File: config.mk
export PLATFORM = sky130hd
export DESIGN_NAME = id_ex_stage
export DESIGN_NICKNAME = d
export VERILOG_FILES = /design/src/rtl/id_ex_stage_pkg.sv /design/src/rtl/id_ex_stage_hazard_detect.sv /design/src/rtl/id_ex_stage.sv
export SDC_FILE = /design/constraint.sdc
export NUM_CORES = 1
export LEC_CHECK = 0
export BUFFER_PORTS_ARGS = -buffer_cell sky130_fd_sc_hd__buf_4
export CORE_AREA = 2 2 154 156
export CTS_CLUSTER_SIZE = 30
export DETAILED_ROUTE_END_ITERATION = 7
export DIE_AREA = 0 0 156 158
export GPL_TIMING_DRIVEN = 0
export PLACE_DENSITY = 0.73
export SYNTH_ARGS = -nofsm -noshare
export SYNTH_HDL_FRONTEND = slang
export SYNTH_SLANG_ARGS = --single-unit
export TNS_END_PERCENT = 5
File: constraint.sdc
create_clock -name clk -period 6.7 [get_ports clk]
set_input_delay 0 -clock clk [delete_from_list [all_inputs] [get_ports clk]]
set_output_delay 0 -clock clk [all_outputs]
set_load 0.02 [all_outputs]
File: src/rtl/id_ex_stage_pkg.sv
// Shared decode enums and the ID/EX control bundle.
// CTRL_BUBBLE is the single definition of a NOP control word.
package id_ex_stage_pkg;

  typedef enum logic [6:0] {
    OP_LOAD   = 7'b0000011,
    OP_IMM    = 7'b0010011,
    OP_AUIPC  = 7'b0010111,
    OP_STORE  = 7'b0100011,
    OP_REG    = 7'b0110011,
    OP_LUI    = 7'b0110111,
    OP_BRANCH = 7'b1100011,
    OP_JALR   = 7'b1100111,
    OP_JAL    = 7'b1101111
  } opcode_t;

  typedef enum logic [2:0] {
    BR_NOP, BR_EQ, BR_NE, BR_LT, BR_GE, BR_LTU, BR_GEU
  } comp_op_t;

  typedef enum logic [1:0] {
    WRSRC_ALURES, WRSRC_MEM, WRSRC_PC4
  } reg_wr_src_t;

  typedef enum logic [1:0] {
    SRC1_REG1, SRC1_PC, SRC1_ZERO
  } alu_src1_t;

  typedef enum logic [1:0] {
    SRC2_REG2, SRC2_IMM, SRC2_FOUR
  } alu_src2_t;

  typedef enum logic [3:0] {
    ALU_NOP, ALU_ADD, ALU_SUB, ALU_AND, ALU_OR, ALU_XOR,
    ALU_SLL, ALU_SRL, ALU_SRA, ALU_SLT, ALU_SLTU, ALU_LUI
  } alu_op_t;

  typedef enum logic [2:0] {
    MEM_NOP, MEM_B, MEM_H, MEM_W, MEM_BU, MEM_HU
  } mem_op_t;

  typedef struct packed {
    logic        reg_do_write;
    logic        mem_do_write;
    logic        mem_do_read;
    logic        do_branch;
    logic        do_jump;
    comp_op_t    comp;
    reg_wr_src_t reg_wr_src;
    alu_src1_t   alu_src1;
    alu_src2_t   alu_src2;
    alu_op_t     alu;
    mem_op_t     mem;
  } ctrl_bundle_t;

  localparam ctrl_bundle_t CTRL_BUBBLE = '{
    reg_do_write: 1'b0,
    mem_do_write: 1'b0,
    mem_do_read:  1'b0,
    do_branch:    1'b0,
    do_jump:      1'b0,
    comp:         BR_NOP,
    reg_wr_src:   WRSRC_ALURES,
    alu_src1:     SRC1_REG1,
    alu_src2:     SRC2_REG2,
    alu:          ALU_NOP,
    mem:          MEM_NOP
  };

  // Invalid slots must never carry side-effecting control into EX.
  function automatic ctrl_bundle_t ctrl_or_bubble(input logic valid, input ctrl_bundle_t c);
    return valid ? c : CTRL_BUBBLE;
  endfunction

endpackage

File: src/rtl/id_ex_stage_hazard_detect.sv
// Load-use hazard detection between the ID instruction and a load in EX.
module id_ex_stage_hazard_detect
  import id_ex_stage_pkg::*;
#(
  parameter int unsigned REG_ADDR_W = 5
) (
  input  logic                  i_id_valid,
  input  alu_src1_t             i_alu_src1,
  input  alu_src2_t             i_alu_src2,
  input  alu_op_t               i_alu_op,
  input  logic                  i_mem_do_write,
  input  logic                  i_do_branch,
  input  logic [REG_ADDR_W-1:0] i_rs1_addr,
  input  logic [REG_ADDR_W-1:0] i_rs2_addr,
  input  logic                  i_ex_valid,
  input  logic                  i_ex_mem_do_read,
  input  logic [REG_ADDR_W-1:0] i_ex_rd_addr,
  output logic                  o_hazard_c
);

  logic w_use_rs1;
  logic w_use_rs2;
  logic w_ex_load;

  // LUI ignores rs1 even though its source select may default to REG1.
  assign w_use_rs1 = i_id_valid && (i_alu_op != ALU_LUI) &&
                     ((i_alu_src1 == SRC1_REG1) || i_do_branch);
  assign w_use_rs2 = i_id_valid &&
                     ((i_alu_src2 == SRC2_REG2) || i_mem_do_write || i_do_branch);
  assign w_ex_load = i_ex_valid && i_ex_mem_do_read && (i_ex_rd_addr != '0);

  assign o_hazard_c = w_ex_load &&
                      ((w_use_rs1 && (i_rs1_addr == i_ex_rd_addr)) ||
                       (w_use_rs2 && (i_rs2_addr == i_ex_rd_addr)));

endmodule

File: src/rtl/id_ex_stage.sv
// ID/EX pipeline register with load-use bubble insertion, EX-resolved squash
// and saturating stall/flush event counters.
module id_ex_stage
  import id_ex_stage_pkg::*;
#(
  parameter int unsigned XLEN       = 32,
  parameter int unsigned REG_ADDR_W = 5,
  parameter int unsigned CNT_W      = 32
) (
  input  logic                  clk,
  input  logic                  rst,
  input  logic                  id_valid,
  input  logic                  id_reg_do_write_ctrl,
  input  logic                  id_mem_do_write_ctrl,
  input  logic                  id_mem_do_read_ctrl,
  input  logic                  id_do_branch,
  input  logic                  id_do_jump,
  input  comp_op_t              id_comp_ctrl,
  input  reg_wr_src_t           id_reg_wr_src_ctrl,
  input  alu_src1_t             id_alu_src1_ctrl,
  input  alu_src2_t             id_alu_src2_ctrl,
  input  alu_op_t               id_alu_ctrl,
  input  mem_op_t               id_mem_ctrl,
  input  logic [XLEN-1:0]       id_pc,
  input  logic [XLEN-1:0]       id_rs1_data,
  input  logic [XLEN-1:0]       id_rs2_data,
  input  logic [XLEN-1:0]       id_imm,
  input  logic [REG_ADDR_W-1:0] id_rs1_addr,
  input  logic [REG_ADDR_W-1:0] id_rs2_addr,
  input  logic [REG_ADDR_W-1:0] id_rd_addr,
  input  logic                  ex_flush,
  output logic                  ex_valid,
  output logic                  ex_reg_do_write_ctrl,
  output logic                  ex_mem_do_write_ctrl,
  output logic                  ex_mem_do_read_ctrl,
  output logic                  ex_do_branch,
  output logic                  ex_do_jump,
  output comp_op_t              ex_comp_ctrl,
  output reg_wr_src_t           ex_reg_wr_src_ctrl,
  output alu_src1_t             ex_alu_src1_ctrl,
  output alu_src2_t             ex_alu_src2_ctrl,
  output alu_op_t               ex_alu_ctrl,
  output mem_op_t               ex_mem_ctrl,
  output logic [XLEN-1:0]       ex_pc,
  output logic [XLEN-1:0]       ex_rs1_data,
  output logic [XLEN-1:0]       ex_rs2_data,
  output logic [XLEN-1:0]       ex_imm,
  output logic [REG_ADDR_W-1:0] ex_rs1_addr,
  output logic [REG_ADDR_W-1:0] ex_rs2_addr,
  output logic [REG_ADDR_W-1:0] ex_rd_addr,
  output logic                  stall,
  output logic [CNT_W-1:0]      stall_count,
  output logic [CNT_W-1:0]      flush_count
);

  localparam logic [CNT_W-1:0] CNT_MAX = '1;

  ctrl_bundle_t          w_id_ctrl;
  logic                  w_hazard;
  logic                  w_stall;
  ctrl_bundle_t          r_ctrl;
  logic                  r_valid;
  logic [XLEN-1:0]       r_pc;
  logic [XLEN-1:0]       r_rs1_data;
  logic [XLEN-1:0]       r_rs2_data;
  logic [XLEN-1:0]       r_imm;
  logic [REG_ADDR_W-1:0] r_rs1_addr;
  logic [REG_ADDR_W-1:0] r_rs2_addr;
  logic [REG_ADDR_W-1:0] r_rd_addr;
  logic [CNT_W-1:0]      r_stall_count;
  logic [CNT_W-1:0]      r_flush_count;

  assign w_id_ctrl = '{
    reg_do_write: id_reg_do_write_ctrl,
    mem_do_write: id_mem_do_write_ctrl,
    mem_do_read:  id_mem_do_read_ctrl,
    do_branch:    id_do_branch,
    do_jump:      id_do_jump,
    comp:         id_comp_ctrl,
    reg_wr_src:   id_reg_wr_src_ctrl,
    alu_src1:     id_alu_src1_ctrl,
    alu_src2:     id_alu_src2_ctrl,
    alu:          id_alu_ctrl,
    mem:          id_mem_ctrl
  };

  id_ex_stage_hazard_detect #(
    .REG_ADDR_W (REG_ADDR_W)
  ) u_hazard_detect (
    .i_id_valid       (id_valid),
    .i_alu_src1       (id_alu_src1_ctrl),
    .i_alu_src2       (id_alu_src2_ctrl),
    .i_alu_op         (id_alu_ctrl),
    .i_mem_do_write   (id_mem_do_write_ctrl),
    .i_do_branch      (id_do_branch),
    .i_rs1_addr       (id_rs1_addr),
    .i_rs2_addr       (id_rs2_addr),
    .i_ex_valid       (r_valid),
    .i_ex_mem_do_read (r_ctrl.mem_do_read),
    .i_ex_rd_addr     (r_rd_addr),
    .o_hazard_c       (w_hazard)
  );

  // A squash makes the stalled ID instruction irrelevant, so flush wins.
  assign w_stall = w_hazard && !ex_flush;
  assign stall   = w_stall;

  always_ff @(posedge clk or posedge rst) begin
    if (rst) begin
      r_valid       <= 1'b0;
      r_ctrl        <= CTRL_BUBBLE;
      r_pc          <= '0;
      r_rs1_data    <= '0;
      r_rs2_data    <= '0;
      r_imm         <= '0;
      r_rs1_addr    <= '0;
      r_rs2_addr    <= '0;
      r_rd_addr     <= '0;
      r_stall_count <= '0;
      r_flush_count <= '0;
    end else begin
      if (ex_flush || w_stall) begin
        r_valid    <= 1'b0;
        r_ctrl     <= CTRL_BUBBLE;
        r_pc       <= '0;
        r_rs1_data <= '0;
        r_rs2_data <= '0;
        r_imm      <= '0;
        r_rs1_addr <= '0;
        r_rs2_addr <= '0;
        r_rd_addr  <= '0;
      end else begin
        r_valid    <= id_valid;
        r_ctrl     <= ctrl_or_bubble(id_valid, w_id_ctrl);
        r_pc       <= id_pc;
        r_rs1_data <= id_rs1_data;
        r_rs2_data <= id_rs2_data;
        r_imm      <= id_imm;
        r_rs1_addr <= id_rs1_addr;
        r_rs2_addr <= id_rs2_addr;
        r_rd_addr  <= id_rd_addr;
      end
      if (ex_flush && (r_flush_count != CNT_MAX)) begin
        r_flush_count <= r_flush_count + CNT_W'(1);
      end
      if (w_stall && (r_stall_count != CNT_MAX)) begin
        r_stall_count <= r_stall_count + CNT_W'(1);
      end
    end
  end

  assign ex_valid             = r_valid;
  assign ex_reg_do_write_ctrl = r_ctrl.reg_do_write;
  assign ex_mem_do_write_ctrl = r_ctrl.mem_do_write;
  assign ex_mem_do_read_ctrl  = r_ctrl.mem_do_read;
  assign ex_do_branch         = r_ctrl.do_branch;
  assign ex_do_jump           = r_ctrl.do_jump;
  assign ex_comp_ctrl         = r_ctrl.comp;
  assign ex_reg_wr_src_ctrl   = r_ctrl.reg_wr_src;
  assign ex_alu_src1_ctrl     = r_ctrl.alu_src1;
  assign ex_alu_src2_ctrl     = r_ctrl.alu_src2;
  assign ex_alu_ctrl          = r_ctrl.alu;
  assign ex_mem_ctrl          = r_ctrl.mem;
  assign ex_pc                = r_pc;
  assign ex_rs1_data          = r_rs1_data;
  assign ex_rs2_data          = r_rs2_data;
  assign ex_imm               = r_imm;
  assign ex_rs1_addr          = r_rs1_addr;
  assign ex_rs2_addr          = r_rs2_addr;
  assign ex_rd_addr           = r_rd_addr;
  assign stall_count          = r_stall_count;
  assign flush_count          = r_flush_count;

endmodule

# Word level (Yosys, flattened, before mapping)
# Index checks and enable logic that the tools add are counted.
# totals
ff_bits,229
latchBits,0
ram_bits,0
romBits,0
inputBits,168
word_cells,58
memories,0
# classes
add_sub_neg,2
n_mul,0
div,0
n_lt_le_gt_ge,0
n_eq_ne,5
shifts,0
muxes,10
n_bitwise,0
n_reduce_logical,20
# ops
operator,n
32-bit 2-to-1 mux,4
32-bit by 1-bit adder with 32-bit output (second input constant),2
32-bit inequality test (second input constant),2
21-bit 2-to-1 mux,2
5-bit 2-to-1 mux,3
1-bit logical AND,11
5-bit equality test,2
1-bit logical OR,5
5-bit nonzero test,1
2-bit logical NOT,2
4-bit inequality test (second input constant),1
1-bit logical NOT,1
1-bit 2-to-1 mux,1

# Logic depth before layout (Yosys ltp)
# logic_depth
ltp_word,10
mapped_depth,9

# Hierarchy
# From an unflattened synthesis, not the netlist that was laid out.
# unflattened
hier_cells,657
area_unflattened_um2,8434.3
# modules_own_cells
module,instances,cells_per_inst,area_each_um2,seq_area_each_um2
id_ex_stage,1,634,8272.9,5730.5
id_ex_stage_hazard_detect,1,23,161.4,0.0

# Worst setup path before layout
# No wires, ideal clock.
# synth_path
path_type,register to register
start,register r_stall_count[0] (netlist: stall_count[0])
end,register r_stall_count[27] (netlist: stall_count[27])
setup_time_ns,0.130
t_arrival_ns,2.433
slack_ns,4.136
path_stages_with_launch,10
n_path_buf,2
cell_sequence,dfrtp_1 > ha_1 > nand4_1 > or2_2 > clkbuf_1 > nor4_1 > or4_1 > buf_2 > or4b_4 > xnor2_2
# synth_via
elab_chain_len,2
elab_cells_between_ends,3
# synth_rtl
item,line_no,source
from (decl),id_ex_stage.sv:70,logic [CNT_W-1:0] r_stall_count;
from (signal assigned),id_ex_stage.sv:147,r_stall_count <= r_stall_count + CNT_W'(1);
"parallel branches: the longest is 2 deep, another holds 32-bit by 1-bit adder with 32-bit output",-,
# Parallel ways; which one is timed is not known.
# A chain may end at the register's enable or synchronous reset.

# Worst setup path after layout
# layout_path
start,register r_rd_addr[3] (netlist: ex_rd_addr[3])
end,"register r_ctrl, in the netlist ex_alu_ctrl[0]"
# layout_via
elab_chain_len,7
elab_cells_between_ends,11
# layout_rtl
item,line_no,source
from (decl),id_ex_stage.sv:69,logic [REG_ADDR_W-1:0] r_rd_addr;
from (signal assigned),id_ex_stage.sv:141,r_rd_addr <= id_rd_addr;
5-bit equality test (on tied branches),"id_ex_stage_hazard_detect.sv:33, id_ex_stage_hazard_detect.sv:34",
1-bit logical AND (on tied branches),"id_ex_stage_hazard_detect.sv:33, id_ex_stage_hazard_detect.sv:34",
1-bit logical OR,id_ex_stage_hazard_detect.sv:33,((w_use_rs1 && (i_rs1_addr == i_ex_rd_addr)) ||
1-bit logical AND (*),id_ex_stage_hazard_detect.sv:32,assign o_hazard_c = w_ex_load &&
1-bit logical AND (*),id_ex_stage.sv:105,assign w_stall = w_hazard && !ex_flush;
1-bit logical OR (*),id_ex_stage.sv:122,if (ex_flush || w_stall) begin
21-bit 2-to-1 mux (*),id_ex_stage.sv:122,
to (signal assigned),id_ex_stage.sv:134,"r_ctrl <= ctrl_or_bubble(id_valid, w_id_ctrl);"
to (decl),id_ex_stage.sv:61,ctrl_bundle_t r_ctrl;
# Every way passes the cells marked *; elsewhere a longest branch is shown, timed or not.

==> metrics.sh <==
FLOORPLAN.INITIALDENSITY_PCT=36.6
TIMING.HOLD.WORST.START='id_valid'
LARGEST_FAMILY_OF_LOGIC_CELLS_BY_SYNTHESIZED_AREA='simple AND/OR/NAND/NOR gates'
CTS-ROOT-TO-SINK-BUFFERS=3
POST_SYNTH.CELL_AREA_AVG_UM2=12.8
PLACEMENTROWS=56
DPL_CELL_AREA_UM2=11800
NUM_IO_PINS=398
CTS_CLOCK_PIN_SLEW_FOR_THE_WORST_SETUP_AND_HOLD_PATHS_PS=60
FINISH.CELL_COUNT_WITHOUT_FILLERS=1562
SYNTH.AREA.TOP_CELLS='dfrtp_1 68%, and2_1 11%, xor2_1 3.7%'
DESIGN_AREA_UM2=14400
POSTCTSSETUPREPAIRBUFS=0
CLK_LATENCY_PS=510
SYNTH_XOR_AREA_SHARE_PCT=7.35
PATH_CLASS='flop to flop'
DRIVE_ABOVE_1_SHARE_PCT=35.6
GR-TOTAL-OVERFLOW=0
YOSYS.AREA_SHARE.SIMPLE_PCT=22.0
R2R_START='ex_rd_addr[3]$_DFF_PP0_'
REGTOREGSETUPSLACK_PS=3870
SETUP-TNS-FINAL_PS=0
CRITICAL_PATH.REG2REG.ENDPOINT='ex_alu_ctrl[0]$_DFF_PP0_'
DIE-HEIGHT_UM=158
CP-START-KIND='flop'
SWSHARE_PCT=24.6
RSZ0062_AT_GRT='no'
WHS_PS=39.7
TOTAL_SWITCHING_POWER_W=0.000854
DRT-WIRELENGTH-PER-CELL_UM=18.9
YOSYS_REGISTER_BITS=229
FIRST_GLOBAL_VIAS=7844
MAXSLEWVIOLCOUNT=0
CTS_ROOT_BUF='clkbuf_16'
CRITICAL_PATH_DATA_REQUIRED_TIME_PS=7130
SYNTH-EDFF-COUNT=0
R2R_CELLS=7
SYNTH_CELL_TYPE_COUNT=41
GRT_START_MAX_NET_PINS=93
SYNTH_TOP_AREA_SHARE_PCT=67.8
PLACEMENT.IO_BUFFERS=396
MAX_CAP_VIOL_COUNT=0
ROUTED-VIA-COUNT=7369
TIMING.CRITICAL_PATH.FANOUT_MAX=10
SYNTH.NET_COUNT=830
SYNTH.MUX.AREA_FRACTION_PCT=0.267
SYNTH.LARGEST_AREA_CELL='dfrtp_1'
COMBINATIONAL_POWER_SHARE_PCT=15.2
DRCVIOLATIONCOUNT=0
POST-PLACE-CELLS=1348
DETAILED_PLACE_HPWL_UM=19700
SYNTH_FA_HA_AREA_SHARE_PCT=0.296
SYNTH_COMMONEST_CELLS='229 x dfrtp_1, 147 x and2_1, 36 x xor2_1, 33 x xnor2_1, 28 x and3_1'
SYNTH_ASYNC_SR_FLOP_SHARE_PCT=100
SYNTH_COMPOUND_AREA_SHARE_PCT=0.681
INTPOWER_W=0.00262
DETAIL_ROUTE.ITER0.VIOLATIONS=341
VDD_IR_DROP_MAX_mV=0.200
X_DIMENSION_OF_THE_DIE_UM=156
CTSRESIZECOUNT=0
PLACE_CONGESTION=0.866
GRTUSAGETOTAL_PCT=23.5
NETLIST_INSTANCES=660
SLEW-LIMIT-HEADROOM_PCT=52.3
ANTENNA_VIOLATIONS_BEFORE_REPAIR=5
CLOCK_TREE_FROM_TRITONCTS='done'
NUMCTSBUFFERS=25
DETAIL_ROUTE.VIAS_PER_CELL=4.72
FINAL-HOLD-VIOLATION-COUNT=0
MAPPEDNETLISTAREA_UM2=8450
WORST_EP_ARRIVAL_TIME_PS=3260
SYNTH.MOST_COMMON_CELL='dfrtp_1'
POST-ROUTE-PERIOD-UTIL_PCT=42.2
CLOCK_TREE.HTREE_LEVEL_COUNT=1
DRT_FIRST_PASS_ITERS=5
FINALCRITICALPERIOD_PS=2830
DRT-TOTAL-WL_UM=29500
ENDPOINT_KIND='flop'
CLOCK.FMAX_GHz=0.353
POST_SYNTHESIS_SEQUENTIAL_AREA_RATIO_PCT=67.8
TRANSITION_TIME_AT_THE_PIN_WITH_THE_LEAST_SLEW_MARGIN_PS=710
SYNTHESIS_WARNINGS=0
GRT_PASS1_WL_UM=44400
P_LEAK_nW=7.31
POSTROUTEANTENNANETS=0
COREAREA_UM2=23100
SHARE_CLK_OF_TOTAL_POWER_PCT=41.5
SYNTH_TOP_FLOP_CELL='dfrtp_1'
SEQ_POWER_SHARE_PCT=43.3
CELL_AREA_POWER_DENSITY_nW_PER_UM2=241
SYN_TO_FINAL_GROWTH_PCT=70.3
WORST_HOLD_PATH_TYPE='primary input to flop'
NETS=1423
STATUS='complete, no violations'
SETUP_VIOL=0
TIMING.CLOCK.SKEW_PS=18.0
FIN_UTIL_PCT=62.4
CLOCK-SINKS=229
WORSTHOLDENDPOINT='ex_alu_src1_ctrl[1]$_DFF_PP0_'
MIN_DELAY_PATH_DEPTH=3
FP.DIEAREA_UM2=24600
[layer usage]
metal / global-route usage [%] / up-vias / routed length [µm] / part of all wire, %
met5: 0 / - / 13 / 0.044
li1: - / 3356 / - / -
met1: 28.5 / 3673 / 11500 / 39
met4: 7.21 / 2 / 694 / 2.4
met3: 5.61 / 60 / 1930 / 6.6
met2: 41.6 / 278 / 15400 / 52
[kinds of logic (layout without fill, tap and decap cells)]
family / Yosys count / in the layout
AND/OR/NAND/NOR: 314 / 314
flip-flops: 229 / 229
XOR/XNOR: 70 / 70
buffers and inverters: 34 / 642
AO/OA/AOI/OAI: 9 / 9
adder cells (fa/ha/maj): 2 / 2
multiplexers: 2 / 2
other: 0 / 4
[cell usage in the layout, fill, tap and decap left out, drive strengths merged]
master / synthesis / routed
o21a: 1 / 1
o21ai: 2 / 2
or3: 4 / 4
and2: 147 / 147
nor3: 14 / 14
or2: 3 / 3
inv: 5 / 5
or3b: 1 / 1
buf: 4 / 402
dlygate4sd3: 0 / 168
nor3b: 2 / 2
xor2: 36 / 36
nand3b: 1 / 1
or4b: 2 / 2
nor4: 15 / 15
ha: 2 / 2
nand4: 19 / 19
mux2: 2 / 2
nor4b: 3 / 3
nor2: 17 / 17
clkinv: 0 / 4
or4: 2 / 2
clkbuf: 25 / 57
clkinvlp: 0 / 1
dfrtp: 229 / 229
diode: 0 / 4
bufinv: 0 / 5
xnor2: 34 / 34
a21oi: 2 / 2
and3: 28 / 28
nand2: 27 / 27
nand4b: 1 / 1
nand2b: 2 / 2
nor2b: 1 / 1
nand3: 25 / 25
o21bai: 3 / 3
o31ai: 1 / 1
[flip-flops by register name, summed over array words and instances (netlist names)]
register / cells
ex_valid: 1
ex_pc: 32
ex_alu_src2_ctrl: 2
stall_count: 32
ex_do_branch: 1
ex_mem_do_write_ctrl: 1
flush_count: 32
ex_reg_wr_src_ctrl: 2
ex_rd_addr: 5
ex_alu_src1_ctrl: 2
ex_rs1_data: 32
ex_alu_ctrl: 4
ex_mem_do_read_ctrl: 1
ex_rs2_data: 32
ex_imm: 32
ex_rs1_addr: 5
ex_rs2_addr: 5
ex_do_jump: 1
ex_mem_ctrl: 3
ex_reg_do_write_ctrl: 1
ex_comp_ctrl: 3
[per-stage QoR]
step	power, W	worst slack, ps
2_1_floorplan	0.00172	424
5_1_grt	0.00360	3670
3_5_place_dp	0.00196	3990
6_report	0.00347	3870
3_3_place_gp	0.00195	-1990
4_1_cts	0.00349	3820
[worst max-delay path, stage by stage (launching register included)]
cell and delay [ps]:
dfrtp_1 430, or4_1 510, o21ai_0 220, o21bai_1 140, nor2b_1 230, clkbuf_1 390
and3_1 250, dlygate4sd3_1 580
[what timing repair did]
| item | 4_1_cts | 5_1_grt |
|---|---|---|
| setup endpoints to repair | 0 | 0 |
| endpoints found under the hold margin | 301 | 0 |
| hold buffers | 168 | 0 |
[power by group through the flow]
stage	sequential (W)	clock, W	combinational [W]
final	0.00150	0.00144	0.000526
after floorplan	0.00161	0	0.000109
after global routing	0.00151	0.00152	0.000561
after detailed placement	0.00153	0	0.000438
after global placement	0.00152	0	0.000425
after CTS	0.00150	0.00146	0.000522
[worst max-delay path by stage]
stage	slack, ps	from	to
floorplan	420	rst	ex_alu_ctrl[0]$_DFF_PP0_
global placement	-1990	rst	stall_count[21]$_DFFE_PP0P_
detailed placement	3990	ex_rd_addr[0]$_DFF_PP0_	ex_imm[4]$_DFF_PP0_
CTS	3820	ex_rd_addr[0]$_DFF_PP0_	stall
global route	3670	ex_rd_addr[3]$_DFF_PP0_	ex_alu_ctrl[0]$_DFF_PP0_
finish	3870	ex_rd_addr[3]$_DFF_PP0_	ex_alu_ctrl[0]$_DFF_PP0_
[layout make-up]
type                    instances  area, µm²
diodes                          4       10.0
repair buffers                566       4710
well taps                     290        363
clock inverters                10        178
plain buffers                  29        113
clock buffers                  32        672
flip-flops and latches        229       5730
inverters                       5       26.3
fillers                      1679       8670
multi-input cells             397       2580
Power figures use the tool's default switching activity.
